[src/rtl/ldst_lane_queue.sv]
// Per-lane load/store request queue: FIFO buffering, in-order memory issue with at most one
// outstanding load, store byte-lane formatting and registered load writeback.
module ldst_lane_queue #(
  parameter int unsigned ADDR_W = 32,
  parameter int unsigned DATA_W = 32,
  parameter int unsigned REG_W  = 7,
  parameter int unsigned DEPTH  = 4
) (
  input  logic                            clk_i,
  input  logic                            rst_ni,
  input  logic                            in_valid_i,
  input  logic [ADDR_W+REG_W+DATA_W+3:0]  in_packet_i,
  input  logic                            in_is_store_i,
  output logic                            in_ready_o,
  output logic                            mem_req_valid_o,
  input  logic                            mem_req_ready_i,
  output logic                            mem_req_we_o,
  output logic [ADDR_W-1:0]               mem_req_addr_o,
  output logic [31:0]                     mem_req_wdata_o,
  output logic [3:0]                      mem_req_be_o,
  output logic [1:0]                      mem_req_space_o,
  input  logic                            mem_rsp_valid_i,
  input  logic [31:0]                     mem_rsp_data_i,
  output logic                            wb_valid_o,
  output logic [REG_W-1:0]                wb_reg_o,
  output logic [31:0]                     wb_data_o,
  output logic                            busy_o,
  output logic [$clog2(DEPTH):0]          count_o
);

  localparam int unsigned PktW    = ADDR_W + REG_W + DATA_W + 4;
  localparam int unsigned PtrW    = $clog2(DEPTH);
  localparam int unsigned CntW    = PtrW + 1;
  localparam int unsigned WdataLo = 4;
  localparam int unsigned RegLo   = 4 + DATA_W;
  localparam int unsigned AddrLo  = 4 + DATA_W + REG_W;
  localparam logic [CntW-1:0] Full = CntW'(DEPTH);

  typedef enum logic [0:0] {StIdle, StWaitRsp} state_e;

  state_e             state_q, state_d;
  logic [PktW:0]      fifo_q [DEPTH];
  logic [PtrW-1:0]    wr_ptr_q, rd_ptr_q;
  logic [CntW-1:0]    count_q, count_d;
  logic [REG_W-1:0]   ld_reg_q, ld_reg_d;
  logic [1:0]         ld_off_q, ld_off_d;
  logic [1:0]         ld_size_q, ld_size_d;
  logic               wb_valid_q, wb_valid_d;
  logic [REG_W-1:0]   wb_reg_q, wb_reg_d;
  logic [31:0]        wb_data_q, wb_data_d;

  logic               push, pop, req_hs;
  logic [PktW:0]      head;
  logic [ADDR_W-1:0]  h_addr;
  logic [REG_W-1:0]   h_reg;
  logic [31:0]        h_wdata;
  logic [1:0]         h_space, h_size;
  logic               h_store;
  logic [31:0]        st_wdata;
  logic [3:0]         st_be;
  logic [31:0]        rsp_shift, ld_data;

  // Entry layout: {is_store, addr, reg, wdata, space, size}
  assign head    = fifo_q[rd_ptr_q];
  assign h_size  = head[1:0];
  assign h_space = head[3:2];
  assign h_wdata = head[WdataLo +: 32];
  assign h_reg   = head[RegLo +: REG_W];
  assign h_addr  = head[AddrLo +: ADDR_W];
  assign h_store = head[PktW];

  assign in_ready_o      = (count_q != Full);
  assign mem_req_valid_o = (state_q == StIdle) && (count_q != '0);
  assign req_hs          = mem_req_valid_o & mem_req_ready_i;
  assign push            = in_valid_i & in_ready_o;
  assign pop             = req_hs;

  assign mem_req_we_o    = h_store;
  assign mem_req_addr_o  = {h_addr[ADDR_W-1:2], 2'b00};
  assign mem_req_space_o = h_space;
  assign mem_req_wdata_o = st_wdata;
  assign mem_req_be_o    = h_store ? st_be : 4'hF;

  always_comb begin
    st_wdata = h_wdata;
    st_be    = 4'hF;
    case (h_size)
      2'b10: begin
        st_wdata = {4{h_wdata[7:0]}};
        st_be    = 4'b0001 << h_addr[1:0];
      end
      2'b01: begin
        st_wdata = {2{h_wdata[15:0]}};
        st_be    = h_addr[1] ? 4'b1100 : 4'b0011;
      end
      default: ;
    endcase
  end

  assign rsp_shift = mem_rsp_data_i >> {ld_off_q, 3'b000};

  always_comb begin
    ld_data = mem_rsp_data_i;
    case (ld_size_q)
      2'b10:   ld_data = {24'b0, rsp_shift[7:0]};
      2'b01:   ld_data = ld_off_q[1] ? {16'b0, mem_rsp_data_i[31:16]}
                                     : {16'b0, mem_rsp_data_i[15:0]};
      default: ;
    endcase
  end

  always_comb begin
    count_d = count_q;
    unique case ({push, pop})
      2'b10:   count_d = count_q + CntW'(1);
      2'b01:   count_d = count_q - CntW'(1);
      default: ;
    endcase
  end

  always_comb begin
    state_d    = state_q;
    ld_reg_d   = ld_reg_q;
    ld_off_d   = ld_off_q;
    ld_size_d  = ld_size_q;
    wb_valid_d = 1'b0;
    wb_reg_d   = wb_reg_q;
    wb_data_d  = wb_data_q;
    case (state_q)
      StIdle: begin
        if (req_hs && !h_store) begin
          ld_reg_d  = h_reg;
          ld_off_d  = h_addr[1:0];
          ld_size_d = h_size;
          state_d   = StWaitRsp;
        end
      end
      StWaitRsp: begin
        if (mem_rsp_valid_i) begin
          wb_valid_d = 1'b1;
          wb_reg_d   = ld_reg_q;
          wb_data_d  = ld_data;
          state_d    = StIdle;
        end
      end
      default: state_d = StIdle;
    endcase
  end

  always_ff @(posedge clk_i or negedge rst_ni) begin
    if (!rst_ni) begin
      state_q    <= StIdle;
      wr_ptr_q   <= '0;
      rd_ptr_q   <= '0;
      count_q    <= '0;
      ld_reg_q   <= '0;
      ld_off_q   <= '0;
      ld_size_q  <= '0;
      wb_valid_q <= 1'b0;
      wb_reg_q   <= '0;
      wb_data_q  <= '0;
    end else begin
      state_q    <= state_d;
      count_q    <= count_d;
      ld_reg_q   <= ld_reg_d;
      ld_off_q   <= ld_off_d;
      ld_size_q  <= ld_size_d;
      wb_valid_q <= wb_valid_d;
      wb_reg_q   <= wb_reg_d;
      wb_data_q  <= wb_data_d;
      if (push) wr_ptr_q <= wr_ptr_q + PtrW'(1);
      if (pop)  rd_ptr_q <= rd_ptr_q + PtrW'(1);
    end
  end

  // Storage needs no reset; occupancy alone defines which entries are live.
  always_ff @(posedge clk_i) begin
    if (push) fifo_q[wr_ptr_q] <= {in_is_store_i, in_packet_i};
  end

  assign wb_valid_o = wb_valid_q;
  assign wb_reg_o   = wb_reg_q;
  assign wb_data_o  = wb_data_q;
  assign busy_o     = (count_q != '0) || (state_q == StWaitRsp);
  assign count_o    = count_q;

endmodule

[config.mk]
export PLATFORM = sky130hd
export DESIGN_NAME = ldst_lane_queue
export DESIGN_NICKNAME = d
export VERILOG_FILES = /design/src/rtl/ldst_lane_queue.sv
export SDC_FILE = /design/constraint.sdc
export NUM_CORES = 1
export LEC_CHECK = 0
export ABC_CLOCK_PERIOD_IN_PS = 5300
export CORE_UTILIZATION = 55
export CTS_CLUSTER_DIAMETER = 40
export DETAILED_ROUTE_END_ITERATION = 6
export PLACE_DENSITY_LB_ADDON = 0.08
export REMOVE_ABC_BUFFERS = 1
export SLEW_MARGIN = 15
export SYNTH_ARGS = -nofsm -noshare
export SYNTH_HDL_FRONTEND = slang
export SYNTH_SLANG_ARGS = --single-unit
[constraint.sdc]
create_clock -name clk_i -period 5.3 [get_ports clk_i]
set_input_delay 1.325 -clock clk_i [delete_from_list [all_inputs] [get_ports clk_i]]
set_output_delay 1.325 -clock clk_i [all_outputs]
set_load 0.05 [all_outputs]
* After elaboration in Yosys (flattened, before gate mapping)
Memories as Yosys holds them, arrays and structs flattened.
Cells that the tools add are included.
Widths: inputs -> output; s select.
** Storage, ports and cells
- Output and inout bits :: 117
- Memories kept :: 1
- Bits of input ports :: 113
- Word-level logic and storage cells :: 49
- RAM bits :: 304
- Register bits after elaboration :: 59
** Operators by class
- Add/subtract/negate cells :: 4
- Reductions and logical operators :: 8
- Bitwise operators :: 3
- Muxes and demuxes :: 14
- Shifts and indexed selects :: 2
- Equality and inequality tests :: 7
** Memories
- fifo_q :: words 4, width 76, read ports 1, clocked after memory_dff 0, wr ports 1, RTL line 42 : logic [PktW:0] fifo_q [DEPTH];
** Operators by type and width (count)
- $pmux 32 s2 :: 2
- $shr 32x5->8 :: 1
- $mux 16 :: 1
- $mux 4 :: 2
- $pmux 4 s2 :: 1
- $eq 2x1->1 const B :: 3
- $eq 2x2->1 const B :: 3
- $mux 1 :: 6
- $pmux 3 s2 :: 1
- $add 2x1->2 const B :: 2
- $reduce_and 2->1 :: 2
- $shl 1x2->4 const A :: 1
- $add 3x1->3 const B :: 1
- $ne 3x3->1 const B :: 1
- $reduce_bool 3->1 :: 1
- $sub 3x1->3 const B :: 1
- $and 1x1->1 :: 2
- $logic_and 1x1->1 :: 2
- $pmux 1 s2 :: 1
- $reduce_bool 2->1 :: 1
- $logic_not 1->1 :: 1
- $logic_or 1x1->1 :: 1
- $not 1->1 :: 1

* Longest topological paths before layout
- Depth after elaboration :: 6
- Depth in mapped cells :: 10
- Mapped depth without buffers :: 10

* Least setup slack after synthesis
No wires, ideal clock.
- Path kind :: reg-to-output
- Start :: register rd_ptr_q[0]
- End :: output mem_req_wdata_o[29]
- Path slack :: 0.982 ns
- Data arrival time :: 2.993 ns
- Path buffers :: 4
- Stages on the path, launching flop included :: 9
- Cells stage by stage :: dfrtp_1 -> buf_6 -> buf_4 -> mux4_2 -> inv_1 -> ha_1 -> clkbuf_1 -> buf_1 -> o21ai_0
** Between the ends
- Cells in the longest elaborated chain, start to end :: 3
- Elaborated cells between the ends (all ways) :: 4
** Ends and longest elaborated chain
- start, declared :: RTL line 43 : logic [PtrW-1:0] wr_ptr_q, rd_ptr_q;
- start signal, assigned :: RTL line 172 : if (pop) rd_ptr_q <= rd_ptr_q + PtrW'(1);
- $mem_v2 4x76 (*)
- via head[0] :: RTL line 53 : logic [PktW:0] head;
- $eq 2x1->1 / $eq 2x2->1 (equally long branches) :: RTL line 87 : case (h_size)
- $pmux 32 s2 (*) :: RTL line 87
- end, declared :: RTL line 19 : output logic [31:0] mem_req_wdata_o,
The timed path passes the listed nets; every way through them passes the cells marked *.

* Final worst setup path
- Start :: register rd_ptr_q[1]
- End :: output mem_req_wdata_o[22]
Same word-level chain as after synthesis.

==> summary.txt <==
Status
  – Outcome: complete, no violations

Synthesis
  – Simple-Gate Fraction of Synth Area: 0.03899
  – Main combinational cell family by area after synthesis: multiplexers
  – Compound-cell area share of the yosys netlist: 0.03933
  – Synth Instances: 784
  – Cell Area, Synth: 14510 µm²
  – Post-synthesis mux area share: 0.1368
  – Syn Area/Cell: 18.50 µm²
  – Post-synthesis xor/xnor area fraction: 0.003623
  – Adder-cell share of the synthesized area: 0.009143
  – Ys flop type: edfxtp_1
  – Distinct cell type count after synthesis: 44
  – Register area share after synthesis: 0.7311
  – #FFs+latches synth: 363
  – EDFF count, synth: 304
  – Synth warn: 0
  – Async S/R FF share, synth: 0.1625

Worst setup path
  – Crit path from: rd_ptr_q[1]
  – Crit-path max cell delay: 0.86 ns
  – Worst EP required: 3.97 ns
  – CP Data Arrival Time: 3.49 ns
  – R2r setup slk: 2.30 ns
  – CP startpoint kind: register
  – Slowest CP cell: nor2_1
  – Crit end category: primary output
  – FF-to-FF Start: rd_ptr_q[0]
  – CP top delay family: simple AND/OR/NAND/NOR gates
  – Crit path buf inv count: 2
  – CP Class: reg2out
  – Worst-path fanout max: 28
  – Crit-path cells: mux4_2, inv_1, ha_1, nor2_1, a22o_1, buf_12

Min path
  – Hold path startpoint: wb_data_o[16]
  – Tightest Hold Check Type: reg2reg

Placed design
  – Gpl congestion: 0.8862
  – Port Buffer Count: 227
  – Post-DP HPWL: 20190 µm
  – Placed cell areas: 17090 µm²
  – Pre-CTS WS: 1.077 ns

Clocking
  – # Post-CTS Setup Buffers: 0
  – Cts hold-fix bufs: 0
  – CTS tree: built
  – CTS root buf: clkbuf_16
  – Clock sinks: 363
  – Skew-Pair Late Insertion Delay: 0.54 ns
  – CTS resizes: 0
  – CTS buffer count: 44
  – CTS max path bufs: 3
  – Worst-path clk slew: 0.06 ns
  – CTS H-Tree Depth: 2

Drt
  – Drt pass-1 iters: 5
  – Routed Wire Length: 32190 µm
  – Routed via count: 7951
  – Detailed router's first-iteration violation count: 754
  – Top Layer Used: met5
  – Met2 wire len: 16060 µm
  – Antenna-violating nets left: 0
  – DR WL/cell: 23.61 µm
  – Post-route DRC: 0
  – DRT met1 WL: 13070 µm
  – Met3 wire len: 2380 µm
  – Vias/cell: 5.833

STA
  – Min Tclk post-route: 4.811 ns
  – Slew @ Worst Pin: 1.053 ns
  – Final worst slack: 0.4885 ns
  – Fin. Hold Viols: 0
  – Setup_tns: 0 ns
  – Fin crit share: 0.9078
  – Final setup fails: 0
  – RSZ-0062 raised after global routing: no
  – Fmax: 207.8 MHz
  – Rel. slew slack: 0.2978
  – Clk_skew: 0.02469 ns
  – Slew Limit Fails: 0

Global routing
  – Initial antenna violation count: 2
  – Congestion Overflow GR: 0
  – Pin count of the biggest net entering global routing: 61
  – Gr usage total: 0.2457
  – First-pass GRT wire length: 48710 µm
  – Number of global-route vias before repair: 8512

Final layout
  – Fillers: 1624
  – Design Area, Final: 18630 µm²
  – Fin nets: 1115
  – Synthesis-to-layout area growth: 28.45%
  – Multi-input gate area: 3333 µm²
  – Layout cell share with drive strength beyond 1: 0.2084
  – FF/Latch Area: 10610 µm²

Die
  – Die area: 27030 µm²
  – Die span in x: 164.4 µm
  – Die Height: 164.4 µm
  – Row cnt: 59
  – Initial core utilization: 0.5583
  – Core region area: 25980 µm²
  – Boundary Pins: 230

Run
  – # Max-Cap Violations: 0
==> layout make-up <==
cell class / count / share of cell area
Multi-Input combinational cell: 325 / 0.1789
Antenna cell: 1 / 0.0001343
Tap cell: 335 / 0.02250
Timing Repair Buffer: 244 / 0.1436
Clock buffer: 51 / 0.06279
Inverter: 14 / 0.002820
Clock inverter: 30 / 0.01974
Sequential cell: 363 / 0.5696
==> cells in the final DEF, fill, tap and decap left out, drive strengths merged, types with 5 or more instances in the layout <==
cell type      synthesis  final
a21oi                  8      8
a22o                  16     16
a22oi                  8      8
a311o                  6      6
a311oi                 6      6
and2                   8      8
and3                   5      5
buf                   68     46
bufinv                 0      7
clkbuf                15     51
clkdlybuf4s50          0    198
clkinv                 0     14
clkinvlp               0      6
dfrtp                 59     59
edfxtp               304    304
ha                     9      9
inv                   14     17
mux2                  13     13
mux2i                 10     10
mux4                  76     76
nand2                 80     80
nand3                 14     14
nor2                   5      5
nor2b                  5      5
o21ai                 32     32
==> synthesized netlist by cell type (8+ instances only) <==
master / number / area share
edfxtp_1: 304 / 0.63
mux2i_1: 10 / 0.0069
o21ai_0: 31 / 0.011
mux4_2: 76 / 0.12
nand3_1: 14 / 0.0048
inv_1: 14 / 0.0036
a22oi_1: 8 / 0.0041
a21oi_1: 8 / 0.0028
and2_1: 8 / 0.0035
ha_1: 9 / 0.0078
a22o_1: 16 / 0.0097
nand2_1: 80 / 0.021
buf_2: 10 / 0.0035
dfrtp_1: 59 / 0.10
clkbuf_1: 15 / 0.0039
buf_4: 47 / 0.024
==> sequential cells by signal (all words and copies together) (netlist names) <==
signal      flops
rd_ptr_q        2
wb_valid_o      1
wr_ptr_q        2
count_o         3
ld_off_q        2
ld_reg_q        7
ld_size_q       2
wb_reg_o        7
fifo_q        304
wb_data_o      32
state_q         1
==> worst reg2reg max path, stage by stage (launching register included) <==
cell and delay [ns]:
dfrtp_4 0.44, buf_4 0.83, mux4_2 0.68, nor2b_4 0.51
mux2_2 0.40
==> metrics by stage <==
stage	std cells	hold slack, ns	util
global route	1363	0.4969	0.7171
floorplan	702	0.4348	-
global placement	1281	0.4560	0.6578
finish	1363	0.4692	0.7171
detailed placement	1281	0.4623	0.6578
CTS	1362	0.4733	0.7170
==> cells by family (layout without fill, tap and decap cells) <==
group | Yosys count | count (layout)
multiplexers | 99 | 99
flip-flops | 363 | 363
AO/OA/AOI/OAI | 83 | 83
buffers and inverters | 97 | 339
adder cells (fa/ha/maj) | 10 | 10
AND/OR/NAND/NOR | 125 | 125
XOR/XNOR | 6 | 6
other | 1 | 3
==> routing by layer <==
layer,up-vias,global-route usage
met1,4131,0.3242
met2,302,0.4095
li1,3464,-
met3,52,0.05776
met4,2,0.07339
met5,-,0
==> worst paths after layout <==
path | to | depth (start not counted)
setup / recovery | mem_req_wdata_o[22] | 6
max in group asynchronous | rd_ptr_q[1] | 2
min in group asynchronous | wb_reg_o[3] | 1
hold reg to reg | wb_data_o[16] | 2
setup reg to reg | ld_off_q[0] | 4
hold / removal | wb_data_o[16] | 2
Power is not shown: default switching activity piles up to over one toggle a cycle in this logic, so the estimate is an artifact.
